<file path="src/rtl/vga_pkg.sv">
// Shared constants for the tile video subsystem (tile_vram, vga_controller).
package vga_pkg;

    // Tile map geometry: 25 x 18 tiles, 2 bits per tile, 16 tiles per word.
    localparam int TILES_H     = 25;
    localparam int TILES_V     = 18;
    localparam int TILES_TOTAL = TILES_H * TILES_V;
    localparam int VRAM_WORDS  = (TILES_TOTAL + 15) / 16;

    // CPU-visible register offsets (byte addresses).
    localparam logic [8:0] OFF_TILE   = 9'h100;
    localparam logic [8:0] OFF_FILL   = 9'h104;
    localparam logic [8:0] OFF_STATUS = 9'h108;

    // Write-side sequencer states.
    typedef enum logic [1:0] {
        IDLE   = 2'd0,
        RMW_RD = 2'd1,
        RMW_WR = 2'd2,
        FILL   = 2'd3
    } vram_state_t;

endpackage

</file>
<file path="src/rtl/vram_dp.sv">
// Tile RAM: one byte-enabled write port, two registered read ports.
// A read that hits the word being written in the same cycle returns the old word.
module vram_dp #(
    parameter int WORDS = vga_pkg::VRAM_WORDS
) (
    input  logic        clk,
    input  logic        rst_n,
    input  logic        we,
    input  logic [4:0]  waddr,
    input  logic [31:0] wdata,
    input  logic [3:0]  wstrb,
    input  logic [4:0]  bus_raddr,
    output logic [31:0] bus_rdata,
    input  logic [4:0]  disp_raddr,
    output logic [31:0] disp_rdata
);

    localparam logic [5:0] WORDS6 = 6'(WORDS);

    logic [31:0] mem [WORDS];

    logic waddr_ok;
    logic bus_raddr_ok;
    logic disp_raddr_ok;

    assign waddr_ok      = {1'b0, waddr}      < WORDS6;
    assign bus_raddr_ok  = {1'b0, bus_raddr}  < WORDS6;
    assign disp_raddr_ok = {1'b0, disp_raddr} < WORDS6;

    // Byte-enabled write of the storage array.
    // NOTE: the array has no reset; contents survive rst_n and only the read registers clear.
    always_ff @(posedge clk) begin
        if (we && waddr_ok) begin
            for (int b = 0; b < 4; b++) begin
                if (wstrb[b]) begin
                    mem[waddr][8*b +: 8] <= wdata[8*b +: 8];
                end
            end
        end
    end

    // Registered reads for the bus and display ports; out-of-range words read as zero.
    // NOTE: non-blocking assignment samples mem before this edge's write lands, giving read-old-data.
    always_ff @(posedge clk or negedge rst_n) begin
        if (!rst_n) begin
            bus_rdata  <= '0;
            disp_rdata <= '0;
        end else begin
            bus_rdata  <= bus_raddr_ok  ? mem[bus_raddr]  : 32'd0;
            disp_rdata <= disp_raddr_ok ? mem[disp_raddr] : 32'd0;
        end
    end

endmodule

</file>
<file path="src/rtl/tile_vram.sv">
// Tile map VRAM: CPU bus with word window and TILE/FILL/STATUS registers,
// plus a never-stalling display read port.
module tile_vram #(
    parameter int TILES_H = vga_pkg::TILES_H,
    parameter int TILES_V = vga_pkg::TILES_V
) (
    input  logic        clk,
    input  logic        rst_n,
    input  logic        bus_valid,
    output logic        bus_ready,
    input  logic        bus_we,
    input  logic [8:0]  bus_addr,
    input  logic [31:0] bus_wdata,
    input  logic [3:0]  bus_wstrb,
    output logic [31:0] bus_rdata,
    output logic        bus_rvalid,
    input  logic [4:0]  disp_addr,
    output logic [31:0] disp_data
);

    localparam int         VRAM_WORDS = (TILES_H * TILES_V + 15) / 16;
    localparam logic [8:0] TOTAL9     = 9'(TILES_H * TILES_V);
    localparam logic [5:0] WORDS6     = 6'(VRAM_WORDS);
    localparam logic [4:0] LAST5      = 5'(VRAM_WORDS - 1);

    vga_pkg::vram_state_t state;

    logic [4:0]  fill_cnt;
    logic [1:0]  fill_colour;
    logic [4:0]  rmw_word;
    logic [4:0]  rmw_pos;
    logic [1:0]  rmw_colour;
    logic        rd_win;

    logic        accept;
    logic        is_win;
    logic        is_tile;
    logic        is_fill;
    logic [4:0]  bus_idx;
    logic        idx_ok;
    logic        tile_ok;

    logic        ram_we;
    logic [4:0]  ram_waddr;
    logic [31:0] ram_wdata;
    logic [3:0]  ram_wstrb;
    logic [4:0]  ram_bus_raddr;
    logic [31:0] ram_bus_q;
    logic [31:0] rmw_merged;

    // Byte offset within a word carries no meaning on this bus.
    logic unused_addr_lsb;
    assign unused_addr_lsb = &{1'b0, bus_addr[1:0]};

    assign accept  = bus_valid && bus_ready;
    assign is_win  = !bus_addr[8];
    assign is_tile = bus_addr == vga_pkg::OFF_TILE;
    assign is_fill = bus_addr == vga_pkg::OFF_FILL;
    assign bus_idx = bus_addr[6:2];
    assign idx_ok  = {1'b0, bus_idx} < WORDS6;
    assign tile_ok = bus_wdata[8:0] < TOTAL9;

    // Replace only the two target bits of the word read in RMW_RD.
    assign rmw_merged = (ram_bus_q & ~(32'h3 << rmw_pos)) | ({30'd0, rmw_colour} << rmw_pos);

    // RMW_RD needs the target word on the bus read port; otherwise it follows the bus index.
    assign ram_bus_raddr = (state == vga_pkg::RMW_RD) ? rmw_word : bus_idx;

    // Window reads return the RAM word; STATUS, TILE, FILL and unmapped reads return zero.
    assign bus_rdata = rd_win ? ram_bus_q : 32'd0;

    // Single write port shared by window writes, RMW write-back and fill.
    // NOTE: every output gets a default first so no path leaves one unassigned (no latches).
    always_comb begin
        ram_we    = 1'b0;
        ram_waddr = bus_idx;
        ram_wdata = bus_wdata;
        ram_wstrb = bus_wstrb;
        case (state)
            vga_pkg::IDLE: begin
                ram_we = accept && bus_we && is_win && idx_ok;
            end
            vga_pkg::RMW_WR: begin
                ram_we    = 1'b1;
                ram_waddr = rmw_word;
                ram_wdata = rmw_merged;
                ram_wstrb = 4'hF;
            end
            vga_pkg::FILL: begin
                ram_we    = 1'b1;
                ram_waddr = fill_cnt;
                ram_wdata = {16{fill_colour}};
                ram_wstrb = 4'hF;
            end
            default: ;
        endcase
    end

    // Sequencer: accepts requests in IDLE, runs tile RMW and fill, drives registered bus outputs.
    always_ff @(posedge clk or negedge rst_n) begin
        if (!rst_n) begin
            state       <= vga_pkg::IDLE;
            bus_ready   <= 1'b1;
            bus_rvalid  <= 1'b0;
            rd_win      <= 1'b0;
            fill_cnt    <= '0;
            fill_colour <= '0;
            rmw_word    <= '0;
            rmw_pos     <= '0;
            rmw_colour  <= '0;
        end else begin
            bus_rvalid <= accept && !bus_we;
            rd_win     <= accept && !bus_we && is_win;
            case (state)
                vga_pkg::IDLE: begin
                    if (accept && bus_we && is_tile && tile_ok) begin
                        rmw_word   <= bus_wdata[8:4];
                        rmw_pos    <= {bus_wdata[3:0], 1'b0};
                        rmw_colour <= bus_wdata[17:16];
                        state      <= vga_pkg::RMW_RD;
                        bus_ready  <= 1'b0;
                    end else if (accept && bus_we && is_fill) begin
                        fill_colour <= bus_wdata[1:0];
                        fill_cnt    <= '0;
                        state       <= vga_pkg::FILL;
                        bus_ready   <= 1'b0;
                    end
                end
                vga_pkg::RMW_RD: begin
                    state <= vga_pkg::RMW_WR;
                end
                vga_pkg::RMW_WR: begin
                    state     <= vga_pkg::IDLE;
                    bus_ready <= 1'b1;
                end
                vga_pkg::FILL: begin
                    if (fill_cnt == LAST5) begin
                        fill_cnt  <= '0;
                        state     <= vga_pkg::IDLE;
                        bus_ready <= 1'b1;
                    end else begin
                        fill_cnt <= fill_cnt + 5'd1;
                    end
                end
                default: begin
                    state     <= vga_pkg::IDLE;
                    bus_ready <= 1'b1;
                end
            endcase
        end
    end

    vram_dp #(
        .WORDS(VRAM_WORDS)
    ) u_ram (
        .clk       (clk),
        .rst_n     (rst_n),
        .we        (ram_we),
        .waddr     (ram_waddr),
        .wdata     (ram_wdata),
        .wstrb     (ram_wstrb),
        .bus_raddr (ram_bus_raddr),
        .bus_rdata (ram_bus_q),
        .disp_raddr(disp_addr),
        .disp_rdata(disp_data)
    );

endmodule

</file>
<file path="config.mk">
export PLATFORM = sky130hd
export DESIGN_NAME = tile_vram
export DESIGN_NICKNAME = d
export VERILOG_FILES = /design/src/rtl/vga_pkg.sv /design/src/rtl/vram_dp.sv /design/src/rtl/tile_vram.sv
export SDC_FILE = /design/constraint.sdc
export NUM_CORES = 2
export LEC_CHECK = 0
export BUFFER_PORTS_ARGS = -buffer_cell sky130_fd_sc_hd__buf_2
export CAP_MARGIN = 20
export CORE_MARGIN = 2
export CORE_UTILIZATION = 55
export DETAILED_ROUTE_END_ITERATION = 8
export GPL_ROUTABILITY_DRIVEN = 0
export PLACE_DENSITY = 0.78
export RECOVER_POWER = 25
export REMOVE_ABC_BUFFERS = 1
export SETUP_SLACK_MARGIN = 0.3
export SLEW_MARGIN = 20
export SYNTH_ARGS = -nofsm -noshare
export SYNTH_HDL_FRONTEND = slang
export SYNTH_SLANG_ARGS = --single-unit
</file>
<file path="constraint.sdc">
create_clock -name clk -period 2.85 [get_ports clk]
set_input_delay 0.57 -clock clk [delete_from_list [all_inputs] [get_ports clk]]
set_output_delay 0.57 -clock clk [all_outputs]
set_load 0.01 [all_outputs]
</file>
* After elaboration in Yosys (flattened, before gate mapping)
Memories as Yosys holds them, arrays and structs flattened. Index checks and enable logic that the tools add are counted.
Storage, ports and cells: bits in registers 87, memory bits (writable) 928, bits of input ports 54, output and inout port bits 66, word-level logic and storage cells 87, memories kept 1
Memories:
- u_ram.mem | words 29, width 32, read ports 2, clocked after Yosys merged registers in 0, write ports 1, line vram_dp.sv:20 | logic [31:0] mem [WORDS];
Operators by class: $add $sub $neg 1, magnitude comparators 5, equality and inequality tests 10, shift-type cells 2, multiplexer cells 32, bitwise operators 4, reductions and logical operators 21
Operators with widths (number):
- 32-bit two-way mux | 3
- 32-bit one-hot mux with 2 select lines | 1
- 32-bit bitwise AND | 1
- 32-bit inverter | 1
- 32-bit bitwise OR | 1
- 2-bit by 5-bit << shifter with 32-bit output | 1
- 2-bit by 5-bit << shifter with 32-bit output, first input constant | 1
- 5-bit less-than comparator, second input constant | 4
- 5-bit two-way mux | 4
- 5-bit one-hot mux with 2 select lines | 2
- 9-bit == test, second input constant | 2
- 1-bit two-way mux | 15
- 1-bit logical AND | 10
- 9-bit less-than comparator, second input constant | 1
- 3-bit AND reduction | 3
- 2-bit one-hot mux with 4 select lines | 1
- 2-bit two-way mux | 3
- 2-bit != test, second input constant | 3
- 5-bit by 1-bit adder with 5-bit output, second input constant | 1
- 5-bit == test, second input constant | 1
- 2-bit == test, second input constant | 2
- 4-bit two-way mux | 1
- 2-bit AND reduction | 2
- 3-bit != test, second input constant | 1
- other kinds (9) | 10

* Logic depth before layout (Yosys ltp)
depth after elaboration 8, mapped depth 10, depth with buffers taken out 6

* Modules after synthesis
From an unflattened synthesis, not the netlist that was laid out.
Second synthesis, totals: cell total of the unflattened synthesis 2983, area total of the unflattened synthesis 48207.5 sq um
Modules (own cells, without submodules):
- vram_dp | times used 1, cells each 2672, area an instance 45707.6 sq um, seq. area each 29468.3 sq um
- tile_vram | times used 1, cells each 311, area an instance 2499.9 sq um, seq. area each 576.8 sq um

* Worst setup path before layout
Ideal clock, no wire load.
path type reg-to-reg, start point reg state[1], end point mem u_ram.mem[0][8] (data pin), setup time 0.431 ns, data arrival time 2.407 ns, data required time 2.419 ns, path slack 0.012 ns, stages on the path, launching flop included 6, clock period less this slack 2.838 ns, path through dfrtp_1 > buf_2 > clkbuf_1 > clkbuf_1 > clkbuf_1 > o21ai_0
Between the ends: word-level cells in the longest chain between the ends 2, elaborated cells on any way between the ends 3, those cells by class eq/ne (2); mux (1)
RTL lines:
- start: declaration | line tile_vram.sv:26 | vga_pkg::vram_state_t state;
- start signal: assignment | line tile_vram.sv:102 | state <= vga_pkg::IDLE;
- start signal: assignment | line tile_vram.sv:120 | state <= vga_pkg::RMW_RD;
- start signal: assignment | line tile_vram.sv:125 | state <= vga_pkg::FILL;
- 2-bit == test | line tile_vram.sv:79 | case (state)
- 32-bit one-hot mux with 2 select lines (*) | line tile_vram.sv:79
- named net ram_wdata[8] | line tile_vram.sv:45 | logic [31:0] ram_wdata;
- end: declaration | line vram_dp.sv:20
The timed path passes the listed nets; every way through them passes the cells marked *.

* Worst setup path after layout
start point reg rmw_pos[4], end point mem u_ram.mem[24][9] (data pin)
Between the ends: word-level cells in the longest chain between the ends 5, elaborated cells on any way between the ends 6, those cells by class shift (2); mux (1); bitwise (3)
RTL lines:
- start: declaration | line tile_vram.sv:31 | logic [4:0] rmw_pos;
- start signal: assignment | line tile_vram.sv:118 | rmw_pos <= {bus_wdata[3:0], 1'b0};
- 2-bit by 5-bit << shifter with 32-bit output | line tile_vram.sv:64 | assign rmw_merged = (ram_bus_q & ~(32'h3 << rmw_pos)) | ({30'd0, rmw_colour} << rmw_pos);
- 32-bit inverter | line tile_vram.sv:64
- 32-bit bitwise AND | line tile_vram.sv:64
- 32-bit bitwise OR (*) | line tile_vram.sv:64
- 32-bit one-hot mux with 2 select lines (*) | line tile_vram.sv:79
- named net ram_wdata[9] | line tile_vram.sv:45
Marked as above.

==> report_table.html <==
<table>
<tr><th>Metric</th><th>Value</th></tr>
<tr><th colspan="2">Placement</th></tr>
<tr><td>Post-placement cell count</td><td>4,848</td></tr>
<tr><td>Count of buffers from port buffering</td><td>119</td></tr>
<tr><td>Post-placement setup slack</td><td>-0.04552 ns</td></tr>
<tr><td>Half-perimeter wire length after placement</td><td>101.4 mm</td></tr>
<tr><th colspan="2">STA</th></tr>
<tr><td>Final period utilization</td><td>107.0%</td></tr>
<tr><td>Actual transition at the worst max-transition pin</td><td>approximately 2.1 ns</td></tr>
<tr><td>Worst hold slack</td><td>0.07630 ns</td></tr>
<tr><td>Setup violations, final</td><td>50</td></tr>
<tr><td>Clock period minus worst slack</td><td>3.050 ns</td></tr>
<tr><td>Top achievable clock speed</td><td>327.9 MHz</td></tr>
<tr><td>Slew Limit Headroom</td><td>-41.89%</td></tr>
<tr><td>Setup Skew</td><td>0.03980 ns</td></tr>
<tr><td>Setup repair after global routing missed its margin</td><td>yes</td></tr>
<tr><td>Aggregate negative setup slack</td><td>-2.934 ns</td></tr>
<tr><td>Max Slew Vio Count</td><td>56</td></tr>
<tr><td>Number of failing hold endpoints at the final stage</td><td>0</td></tr>
<tr><td>Setup slack after layout</td><td>-0.2001 ns</td></tr>
<tr><th colspan="2">Power and ir drop</th></tr>
<tr><td>Power Dens Cells</td><td>between 500 and 600 nW/µm²</td></tr>
<tr><td>LEAKAGE</td><td>20.39 nW</td></tr>
<tr><td>Worst VDD drop</td><td>0.0004939 V</td></tr>
<tr><td>Overall power after layout</td><td>33.11 mW</td></tr>
<tr><th colspan="2">Worst setup path</th></tr>
<tr><td>Critical Path End Type</td><td>flop</td></tr>
<tr><td>Max incr delay on CP</td><td>0.56 ns</td></tr>
<tr><td>Gate family responsible for the most delay along the worst path</td><td>compound AO/OA/AOI/OAI gates</td></tr>
<tr><td>Required time at the worst-slack endpoint</td><td>around 3.3 ns</td></tr>
<tr><td>Slowest cell on the critical path</td><td>sky130_fd_sc_hd__o211ai_1</td></tr>
<tr><td>Critical path data arrival time</td><td>3.48 ns</td></tr>
<tr><td>CP Launch Type</td><td>flop</td></tr>
<tr><td>Crit-path cells</td><td>nand2b_1, nor3_1, clkbuf_1, mux2_2, o211ai_1, o21ai_2, buf_6</td></tr>
<tr><td>Sum of buffers and inverters on the critical path</td><td>2</td></tr>
<tr><td>Category of the most critical setup path</td><td>flop to flop</td></tr>
<tr><td>Highest fanout seen on the critical path</td><td>17</td></tr>
<tr><th colspan="2">Synth</th></tr>
<tr><td>EDFF count, synth</td><td>928</td></tr>
<tr><td>Number of cells produced by synthesis</td><td>approximately 3.5k</td></tr>
<tr><td>Average size of a mapped cell</td><td>13.52 µm²</td></tr>
<tr><td>Number of synthesized register bits</td><td>1,015</td></tr>
<tr><td>Synth Cell Area</td><td>~48,000 µm²</td></tr>
<tr><td>Cell taking the most area after synthesis</td><td>sky130_fd_sc_hd__edfxtp_1</td></tr>
<tr><td>Share of the yosys chip area belonging to registers</td><td>62.67%</td></tr>
<tr><td>Biggest area contributors in the synthesized netlist</td><td>sky130_fd_sc_hd__edfxtp_1 58%, sky130_fd_sc_hd__mux4_2 9.9%, sky130_fd_sc_hd__dfrtp_1 4.5%, sky130_fd_sc_hd__mux2i_1 4.5%, sky130_fd_sc_hd__nand2_1 4.4%</td></tr>
<tr><td>Async S/R FF share, synth</td><td>8.571%</td></tr>
<tr><td>Main flop type after synthesis</td><td>sky130_fd_sc_hd__edfxtp_1</td></tr>
<tr><td>Area share of the largest cell type after synthesis</td><td>between 50% and 60%</td></tr>
<tr><td>Yosys warning total</td><td>0</td></tr>
<tr><td>Unique cell type count in the Yosys netlist</td><td>59</td></tr>
<tr><th colspan="2">Die</th></tr>
<tr><td>Initial cell density of the core</td><td>55.34%</td></tr>
<tr><td>Chip Width</td><td>299.2 µm</td></tr>
<tr><td>Count of boundary I/O pins</td><td>120</td></tr>
<tr><td>Site Rows</td><td>108</td></tr>
<tr><td>Die Area</td><td>between 80,000 and 90,000 µm²</td></tr>
<tr><td>Overall die height</td><td>299.2 µm</td></tr>
<tr><td>Core area</td><td>86,620 µm²</td></tr>
<tr><th colspan="2">Clocking</th></tr>
<tr><td>CTS buffer count</td><td>99</td></tr>
<tr><td>Maximum clock path buffer count</td><td>3</td></tr>
<tr><td>Num Clock Sinks</td><td>just over 1k</td></tr>
<tr><td>Worst-Skew Late Latency</td><td>0.70 ns</td></tr>
<tr><td>Htree depth</td><td>3</td></tr>
<tr><td>Root Driver</td><td>sky130_fd_sc_hd__clkbuf_16</td></tr>
<tr><td>CTS tree</td><td>done</td></tr>
<tr><td>Post-CTS clock slew at the launch and capture registers of the worst setup and hold paths</td><td>0.07 ns</td></tr>
<tr><th colspan="2">Cells and area</th></tr>
<tr><td>Fraction of layout instances using a drive strength above 1</td><td>28.35%</td></tr>
<tr><td>Area Growth Syn to Fin</td><td>21.29%</td></tr>
<tr><td>Post-layout net count</td><td>a little under 4k</td></tr>
<tr><td>Final std cells w/o fill</td><td>5,140</td></tr>
<tr><th colspan="2">Hold path</th></tr>
<tr><td>Worst Hold Class</td><td>input port to flop</td></tr>
<tr><th colspan="2">Detailed routing</th></tr>
<tr><td>Drt pass-1 iters</td><td>9</td></tr>
<tr><td>Total Wirelength</td><td>176.9 mm</td></tr>
<tr><td>Starting DRC count in detailed routing</td><td>7,412</td></tr>
<tr><td>Number of design rule violations left after detail routing</td><td>33</td></tr>
<tr><td>Detail-routed net length per standard cell</td><td>~34 µm</td></tr>
<tr><td>DR vias/cell</td><td>7.319</td></tr>
<tr><td>DR vias</td><td>37.62k</td></tr>
<tr><td>Post-route ant nets</td><td>0</td></tr>
<tr><th colspan="2">Global route</th></tr>
<tr><td>Global router's overall resource usage</td><td>35.78%</td></tr>
<tr><td>Wire length of the first global-routing pass</td><td>232.9 mm</td></tr>
<tr><td>Initial antenna violation count</td><td>4</td></tr>
<tr><td>Largest net degree at the start of global routing</td><td>61</td></tr>
<tr><td>Number of global-route vias before repair</td><td>~35k</td></tr>
<tr><td>Global-route congestion overflow total</td><td>0</td></tr>
<tr><th colspan="2">Job</th></tr>
<tr><td>Number of maximum-capacitance violations</td><td>2</td></tr>
<tr><th colspan="2">Run status</th></tr>
<tr><td>Result of the run</td><td>complete, but fails checks</td></tr>
<tr><td>Failing checks</td><td>design-rule violations, max-capacitance violations, max-slew violations, negative setup slack</td></tr>
</table>
[stage by stage]
stage	area (µm²)	utilization, %
6_report	58140	67.13
3_5_place_dp	52440	60.54
4_1_cts	56260	64.95
3_3_place_gp	52390	60.48
5_1_grt	58140	67.12
2_1_floorplan	46700	-
[layout make-up]
cell class                 count  area [µm²]
clock buffer                 128        2700
inverter                      50       188.9
tap                         1155        1445
multi-input combinational   2198       17620
clock inverter                57       516.7
sequential                  1015       30050
timing repair buffer         534        5618
fill                        5357       28470
antenna                        3       7.507
[placed cells by master, fill, tap and decap left out, types with 14 or more instances in the layout]
| master | synthesis | routed |
|---|---|---|
| sky130_fd_sc_hd__clkbuf_1 | 145 | 64 |
| sky130_fd_sc_hd__dfrtp_1 | 86 | 84 |
| sky130_fd_sc_hd__a31oi_1 | 32 | 31 |
| sky130_fd_sc_hd__a31o_2 | 18 | 18 |
| sky130_fd_sc_hd__nand2_1 | 561 | 532 |
| sky130_fd_sc_hd__a211oi_1 | 36 | 36 |
| sky130_fd_sc_hd__o22ai_1 | 18 | 18 |
| sky130_fd_sc_hd__buf_4 | 13 | 204 |
| sky130_fd_sc_hd__o221ai_1 | 15 | 15 |
| sky130_fd_sc_hd__nor2_4 | 0 | 42 |
| sky130_fd_sc_hd__inv_1 | 49 | 49 |
| sky130_fd_sc_hd__a21oi_1 | 21 | 19 |
| sky130_fd_sc_hd__clkbuf_16 | 0 | 117 |
| sky130_fd_sc_hd__a32oi_1 | 94 | 92 |
| sky130_fd_sc_hd__o32ai_1 | 14 | 14 |
| sky130_fd_sc_hd__mux4_2 | 210 | 210 |
| sky130_fd_sc_hd__a21o_1 | 33 | 33 |
| sky130_fd_sc_hd__o21ai_0 | 104 | 74 |
| sky130_fd_sc_hd__nand3_1 | 196 | 195 |
| sky130_fd_sc_hd__buf_2 | 104 | 80 |
| sky130_fd_sc_hd__buf_12 | 0 | 95 |
| sky130_fd_sc_hd__buf_6 | 0 | 70 |
| sky130_fd_sc_hd__nor2_1 | 287 | 205 |
| sky130_fd_sc_hd__o21ai_4 | 0 | 21 |
| sky130_fd_sc_hd__o211ai_1 | 65 | 65 |
| sky130_fd_sc_hd__nor2_2 | 1 | 41 |
| sky130_fd_sc_hd__mux2i_1 | 215 | 209 |
| sky130_fd_sc_hd__clkinv_2 | 0 | 23 |
| sky130_fd_sc_hd__o221a_2 | 31 | 30 |
| sky130_fd_sc_hd__mux2_2 | 50 | 46 |
| sky130_fd_sc_hd__nand2_4 | 0 | 14 |
| sky130_fd_sc_hd__and2_1 | 35 | 32 |
| sky130_fd_sc_hd__a2111oi_0 | 15 | 15 |
| sky130_fd_sc_hd__edfxtp_1 | 928 | 928 |
| sky130_fd_sc_hd__nand4_1 | 66 | 66 |
[power by group]
| part | internal, mW | total [mW] | switching, mW |
|---|---|---|---|
| sequential | 16.4 | 16.5 | 0.146 |
| combinational | 1.24 | 3.32 | 2.08 |
| clock | 7.36 | 13.3 | 5.91 |
[worst paths after layout]
kind,from,endpoint,slack (ns),cells past startpoint
min reg2reg,fill_colour[1],fill_colour[1],0.53,2
max,rmw_pos[4],u_ram.mem[24][9],-0.20,7
max reg2reg,rmw_pos[4],u_ram.mem[24][9],-0.20,7
min in group asynchronous,rst_n,u_ram.disp_rdata[19],1.06,2
max in group asynchronous,rst_n,state[1],0.48,3
min,bus_we,bus_rvalid,0.08,2
[metal layers]
layer | GRT usage, % | vias up | share of wire [%]
met3 | 10.97 | 1116 | 17
met1 | 45.63 | 17890 | 31
met2 | 54.07 | 4169 | 43
li1 | - | 14440 | -
met5 | 0 | - | 0.053
met4 | 21.94 | 4 | 8.4
[cells in the mapped netlist, types with 49 or more instances]
| library cell | count |
|---|---|
| sky130_fd_sc_hd__mux2_2 | 50 |
| sky130_fd_sc_hd__nor2_1 | 287 |
| sky130_fd_sc_hd__mux2i_1 | 215 |
| sky130_fd_sc_hd__nand4_1 | 66 |
| sky130_fd_sc_hd__buf_2 | 104 |
| sky130_fd_sc_hd__edfxtp_1 | 928 |
| sky130_fd_sc_hd__o211ai_1 | 65 |
| sky130_fd_sc_hd__clkbuf_1 | 145 |
| sky130_fd_sc_hd__inv_1 | 49 |
| sky130_fd_sc_hd__mux4_2 | 210 |
| sky130_fd_sc_hd__nand2_1 | 561 |
| sky130_fd_sc_hd__dfrtp_1 | 86 |
| sky130_fd_sc_hd__a32oi_1 | 94 |
| sky130_fd_sc_hd__nand3_1 | 196 |
| sky130_fd_sc_hd__o21ai_0 | 104 |
[cells by family (layout without fill, tap and decap cells)]
logic type / count (synthesis) / count (layout) / synth area share, %
adders and majority gates: 2 / 2 / 0.05219
AOI/OAI and AO/OA: 519 / 520 / 7.994
muxes: 477 / 477 / 15.58
DFF: 1015 / 1015 / 62.67
and+or+nand+nor: 1199 / 1199 / 10.72
other: 0 / 3 / 0
buffers and inverters: 333 / 769 / 2.981
[worst reg2reg max path: stages, from the launching register on]
cell and delay, ns:
sky130_fd_sc_hd__dfrtp_1 0.51, sky130_fd_sc_hd__nand2b_1 0.27, sky130_fd_sc_hd__nor3_1 0.19, sky130_fd_sc_hd__clkbuf_1 0.23, sky130_fd_sc_hd__mux2_2 0.38, sky130_fd_sc_hd__o211ai_1 0.56, sky130_fd_sc_hd__o21ai_2 0.38, sky130_fd_sc_hd__buf_6 0.26
[flip-flops by register name, indices dropped and copies added (netlist names)]
signal / flops
fill_colour: 2
state: 2
u_ram.bus_rdata: 32
u_ram.mem: 928
rmw_colour: 2
rmw_word: 5
rd_win: 1
fill_cnt: 5
rmw_pos: 4
u_ram.disp_rdata: 32
bus_rvalid: 1
bus_ready: 1
[repair_timing]
item	in CTS	in global routing
setup buffers	24	56
hold endpoints to repair	22	0
pin swaps	7	25
hold buffers	1	0
setup endpoints to repair	959	1049
gates resized for setup	51	253
cloned	4	18
No activity file was read; power rests on OpenSTA's default activity.
